<file path="src/rtl/aes_key_sched_ctrl.sv">
// AES-128 key-expansion sequencer.
// Loads a 128-bit cipher key and produces one round key per cycle into an
// 11-entry round-key store. SubWord is done by an external combinational
// S-box bank, so no substitution tables live in this block.
//
// state     | meaning
// ----------+-------------------------------------------------------------
// ST_IDLE   | after reset, no key loaded, store holds zeros
// ST_EXPAND | computing rk[rnd] from the working words, one round per cycle
// ST_READY  | all 11 round keys valid for the last loaded key
module aes_key_sched_ctrl (
    input  logic         clk,
    input  logic         rst,
    input  logic         key_ld,
    input  logic [127:0] key,
    output logic [31:0]  sb_in,
    input  logic [31:0]  sb_out,
    output logic         busy,
    output logic         done,
    output logic         key_rdy,
    input  logic [3:0]   rd_idx,
    output logic [127:0] rd_key
);

    localparam logic [1:0] ST_IDLE   = 2'd0;
    localparam logic [1:0] ST_EXPAND = 2'd1;
    localparam logic [1:0] ST_READY  = 2'd2;

    localparam logic [3:0] LAST_RND  = 4'd10;
    localparam int         NUM_RK    = 11;

    logic [1:0]   state;
    logic [127:0] w;
    logic [3:0]   rnd;
    logic [127:0] rk [0:NUM_RK-1];

    logic [7:0]   rcon;
    logic [31:0]  t;
    logic [31:0]  w0_next;
    logic [31:0]  w1_next;
    logic [31:0]  w2_next;
    logic [31:0]  w3_next;
    logic [127:0] w_next;
    logic [127:0] rd_mux;
    logic         expand_step;

    // RotWord of w3 goes straight to the shared S-box bank; w is zero after reset
    assign sb_in = {w[23:0], w[31:24]};

    // A load always wins over an in-flight round
    assign expand_step = (state == ST_EXPAND) && !key_ld;

    // Round constant for the round currently being computed
    always_comb begin
        rcon = 8'h00;
        case (rnd)
            4'd1:    rcon = 8'h01;
            4'd2:    rcon = 8'h02;
            4'd3:    rcon = 8'h04;
            4'd4:    rcon = 8'h08;
            4'd5:    rcon = 8'h10;
            4'd6:    rcon = 8'h20;
            4'd7:    rcon = 8'h40;
            4'd8:    rcon = 8'h80;
            4'd9:    rcon = 8'h1b;
            4'd10:   rcon = 8'h36;
            default: rcon = 8'h00;
        endcase
    end

    // Next working words: XOR chain fed by the substituted, rcon-adjusted word
    always_comb begin
        t       = sb_out ^ {rcon, 24'h000000};
        w0_next = w[127:96] ^ t;
        w1_next = w[95:64]  ^ w0_next;
        w2_next = w[63:32]  ^ w1_next;
        w3_next = w[31:0]   ^ w2_next;
        w_next  = {w0_next, w1_next, w2_next, w3_next};
    end

    // Sequencer: load/restart, per-round stepping and completion flags
    always_ff @(posedge clk) begin
        if (!rst) begin
            state   <= ST_IDLE;
            busy    <= 1'b0;
            done    <= 1'b0;
            key_rdy <= 1'b0;
            w       <= '0;
            rnd     <= 4'd1;
        end else begin
            done <= 1'b0;
            if (key_ld) begin
                w       <= key;
                rnd     <= 4'd1;
                key_rdy <= 1'b0;
                busy    <= 1'b1;
                state   <= ST_EXPAND;
            end else if (state == ST_EXPAND) begin
                w <= w_next;
                if (rnd == LAST_RND) begin
                    rnd     <= 4'd1;
                    busy    <= 1'b0;
                    done    <= 1'b1;
                    key_rdy <= 1'b1;
                    state   <= ST_READY;
                end else begin
                    rnd <= rnd + 4'd1;
                end
            end
        end
    end

    // Round-key store: rk[0] takes the raw key, rk[rnd] the fresh round key
    always_ff @(posedge clk) begin
        if (!rst) begin
            for (int i = 0; i < NUM_RK; i++) begin
                rk[i] <= '0;
            end
        end else begin
            for (int i = 0; i < NUM_RK; i++) begin
                if (key_ld && (i == 0)) begin
                    rk[i] <= key;
                end else if (expand_step && (i != 0) && (rnd == 4'(i))) begin
                    rk[i] <= w_next;
                end
            end
        end
    end

    // Read mux; indices beyond the store decode to zero
    always_comb begin
        rd_mux = '0;
        for (int i = 0; i < NUM_RK; i++) begin
            if (rd_idx == 4'(i)) begin
                rd_mux = rk[i];
            end
        end
    end

    // Registered read port, one cycle of latency in every state
    always_ff @(posedge clk) begin
        if (!rst) begin
            rd_key <= '0;
        end else begin
            rd_key <= rd_mux;
        end
    end

endmodule

</file>
<file path="config.mk">
export PLATFORM = sky130hd
export DESIGN_NAME = aes_key_sched_ctrl
export DESIGN_NICKNAME = d
export VERILOG_FILES = /design/src/rtl/aes_key_sched_ctrl.sv
export SDC_FILE = /design/constraint.sdc
export NUM_CORES = 2
export LEC_CHECK = 0
export ABC_AREA = 0
export CAP_MARGIN = 20
export CORE_ASPECT_RATIO = 0.6
export CORE_MARGIN = 2
export CORE_UTILIZATION = 50
export CTS_CLUSTER_DIAMETER = 30
export DETAILED_ROUTE_END_ITERATION = 12
export PLACE_DENSITY = 0.76
export SLEW_MARGIN = 15
export SYNTH_ARGS = -nofsm -noshare
export SYNTH_HDL_FRONTEND = slang
export SYNTH_SLANG_ARGS = --single-unit
</file>
<file path="constraint.sdc">
create_clock -name clk -period 19.4 [get_ports clk]
set_input_delay 5.82 -clock clk [delete_from_list [all_inputs] [get_ports clk]]
set_output_delay 5.82 -clock clk [all_outputs]
set_load 0.05 [all_outputs]
</file>
==> run_results.csv <==
group,metric,value,unit
clock_tree,cts_buffer_depth,3,
worst_setup_path,r2r_slack,14.24,ns
place,gp_congestion,0.915,
timing,period_minus_slack,9.48,ns
global_routing,antenna_found_initial,17,
power_and_ir_drop,peakVddDrop,78.0,µV
clock_tree,cts_tree,"yes",
hold_path,hold_path_class,"reg -> reg",
worst_setup_path,startpoint,"key_ld",
floorplan,io_pins,330,
layout,nets,6496,
synthesis,ys_ff_latch,1679,
worst_setup_path,end_kind,"flip-flop",
global_routing,grt_use_total,34.5,%
worst_setup_path,arrival,9.93,ns
power_and_ir_drop,p_int,6.95,mW
job,max-cap-violations,0,
worst_setup_path,critPathRequiredTime,19.85,ns
synthesis,syn-cell-area,73400,µm²
timing,maxSlewHeadroom,12.9,%
worst_setup_path,r2r_start,"state[0]",
synthesis,synth_nets,6371,
synthesis,synth_seq_area_share,65.0,%
place,post-dp-hpwl,151,mm
global_routing,grt_max_degree,134,
global_routing,grt_overflow,0,
routing,dr.pass1.iters,9,
floorplan,core_area,145000,µm²
worst_setup_path,cp_max_fo,57,
synthesis,avgSynthCellArea,11.8,µm²
routing,vias_per_cell,6.58,
synthesis,synth_ff_type,"edfxtp_1",
synthesis,ys_types,61,
timing,setup_tns,0,ns
synthesis,yosysWarnings,0,
synthesis,synth_edf_count,1408,
power_and_ir_drop,power_density,112,nW/µm²
worst_setup_path,rr_worst_depth,7,
timing,hold_viol_final,0,
timing,fin_skew,0.0279,ns
floorplan,start_util,50.6,%
global_routing,grt_pass1_vias,53100,
power_and_ir_drop,comb_power_share,12.2,%
hold_path,worst_hold_path.num_cells,2,
floorplan,die_area,150000,µm²
timing,slew_viol_final,0,
layout,area_growth,16.9,%
floorplan,die_h,301,µm
layout,drive_above_1_share,11.7,%
clock_tree,cts_buffers,216,
layout,n_fill_cell,11100,
worst_setup_path,cp-endpoint,"rk[2][96]",
synthesis,async_flop_share,0,%
synthesis,netlist_instances,6200,
power_and_ir_drop,p_switching,2.68,mW
place,port_buffers,329,
clock_tree,post_cts_resized,0,
floorplan,die_w,499,µm
timing,worst_pin_slew,1.31,ns
clock_tree,numClockSinks,1679,
synthesis,synth_top_area_share,57.6,%
timing,max_freq,0.106,GHz
run_status,outcome,"complete, no violations",
clock_tree,cts_hold_buffers,0,
floorplan,rows,108,
timing,finalSetupViolCount,0,
routing,final_antenna_net_count,0,
power_and_ir_drop,switching_share,27.9,%
worst_setup_path,crit_type,"in -> reg",
clock_tree,h-tree-depth,4,
layout,post-route-util,59.1,%
timing,rsz0062_at_grt,"false",
synthesis,synth_top_area_cell,"edfxtp_1",
synthesis,synthTopCellsByArea,"edfxtp_1, dfxtp_1, nor2_1",
routing,drtIter0Drc,10700,
routing,wire_per_inst,31.3,µm
power_and_ir_drop,power_frac_seq,43.7,%
clock_tree,cts_root_buffer,"clkbuf_16",
routing,route.detailed.drc,0,
worst_setup_path,worstReg2RegEnd,"rk[7][34]",
clock_tree,clk_pin_slew,0.06,ns
worst_setup_path,crit_path_start_kind,"input port",
power_and_ir_drop,pwr-share-clk,44.1,%
routing,vias,55600,
power_and_ir_drop,p_leak,32.0,nW
routing,drt-total-wl,265,mm
timing,min_period_over_period,48.9,%
global_routing,grt_pass1_wl,375,mm
clock_tree,postCtsSetupBuffers,0,
clock_tree,clk-insertion-delay-late,0.85,ns
==> layer usage <==
metal / vias up / global-route usage [%] / part of all wire (%)
li1: 22600 / - / -
met1: 26700 / 46.9 / 35
met2: 5380 / 48.3 / 41
met3: 912 / 12.2 / 17
met4: 18 / 19.4 / 6.3
met5: - / 0.125 / 0.046
==> flip-flops by register name, summed over array words and instances (netlist names) <==
name	count
rk	1408
rcon	8
state	2
w	128
rnd	4
rd_key	128
done	1
==> metrics by stage <==
stage	hold slack, ns	instances	setup WS, ns	total power [mW]	area [µm²]
after floorplan	0.477	6200	3.40	4.92	73400
after global placement	0.500	8027	8.79	5.37	78000
after detailed placement	0.512	8028	8.74	5.39	78000
after CTS	0.525	8441	9.60	9.57	85700
after global routing	0.546	8446	9.84	9.83	85800
final	0.527	8450	9.92	9.63	85800
==> synth_stat cells, types with 3 or more instances <==
master	n
edfxtp_1	1408
nor2_1	1239
a21oi_1	416
clkbuf_1	366
nand2_1	361
o21ai_0	299
dfxtp_1	271
a22oi_1	185
and3_1	167
xor2_1	154
mux2_2	153
inv_1	132
o21bai_1	92
a31oi_1	88
xnor2_1	73
buf_2	71
buf_1	61
and3b_1	59
a211oi_1	58
o2111ai_1	56
mux2i_1	46
mux4_2	43
nor3_1	43
o22ai_1	38
buf_4	34
a221oi_1	26
and2_1	26
nand2b_1	26
xor3_1	20
a21boi_0	19
o221ai_1	17
a21o_1	16
xnor3_1	15
nor2b_1	14
o21ai_1	13
o32ai_1	13
o21a_1	10
or2_2	10
o2bb2ai_1	9
nand3_1	8
buf_6	6
or3_1	6
a22o_1	5
ha_1	4
a311oi_1	3
==> cell usage in the layout, fill, tap and decap left out, types with 17 or more instances in the layout <==
cell,instances
edfxtp_1,1408
nand2_1,347
inv_1,129
nor3_1,42
o22ai_1,38
a221oi_1,26
xnor2_1,73
a211oi_1,58
clkinvlp_4,19
nand2b_1,26
clkinv_2,24
o21ai_0,298
nor2_1,1236
a21oi_1,416
o221ai_1,17
a22oi_1,185
inv_6,43
mux4_2,43
o2111ai_1,56
bufinv_16,25
xor3_1,20
a31oi_1,88
o21bai_1,92
mux2i_1,46
and2_1,25
clkbuf_16,221
buf_4,115
and3b_1,58
dfxtp_1,271
mux2_2,153
and3_1,167
clkdlybuf4s50_1,323
xor2_1,153
clkinv_4,25
a21boi_0,19
==> power groups by stage <==
stage / combinational, mW / clock [mW] / sequential (mW)
2_1_floorplan: 0.590 / 0 / 4.33
3_3_place_gp: 1.09 / 0 / 4.28
3_5_place_dp: 1.11 / 0 / 4.28
4_1_cts: 1.12 / 4.24 / 4.21
5_1_grt: 1.21 / 4.40 / 4.23
6_report: 1.17 / 4.25 / 4.21
==> critical path, stage by stage <==
cell and delay [ns]:
buf_4 0.21, nor4_2 0.64, nand2_4 0.67, nand2_4 0.71
buf_4 0.85, buf_4 0.80
==> area by class of cell <==
cell class                 instances  area, µm²  share of cell area, %
sequential                      1679      47700                   55.6
timing repair buffer             445       4230                   4.93
clock inverter                   169       1980                   2.31
multi-input combinational       3849      23200                   27.1
antenna                            5       12.5                 0.0146
tap                             1925       2410                   2.81
inverter                         134        518                  0.604
clock buffer                     244       5730                   6.67
==> cells by family after synthesis <==
group	Yosys count	synth area share (%)
multiplexers	242	4.29
buffers and inverters	672	3.79
AND/OR/NAND/NOR	1972	11.5
adder cells (fa/ha/maj)	4	0.0682
AO/OA/AOI/OAI	1369	11.5
XOR/XNOR	262	3.82
flip-flops	1679	65.0
==> worst min path at each step <==
stage,from,endpoint,slack [ns]
after floorplan,rk[10][126],rd_key[126],0.48
after global placement,w[122],w[122],0.50
after detailed placement,rk[10][30],rd_key[30],0.51
after CTS,rk[10][76],rd_key[76],0.52
after global routing,rk[10][123],rd_key[123],0.55
final,rk[10][27],rd_key[27],0.53
(Power assumes the default switching activity.)
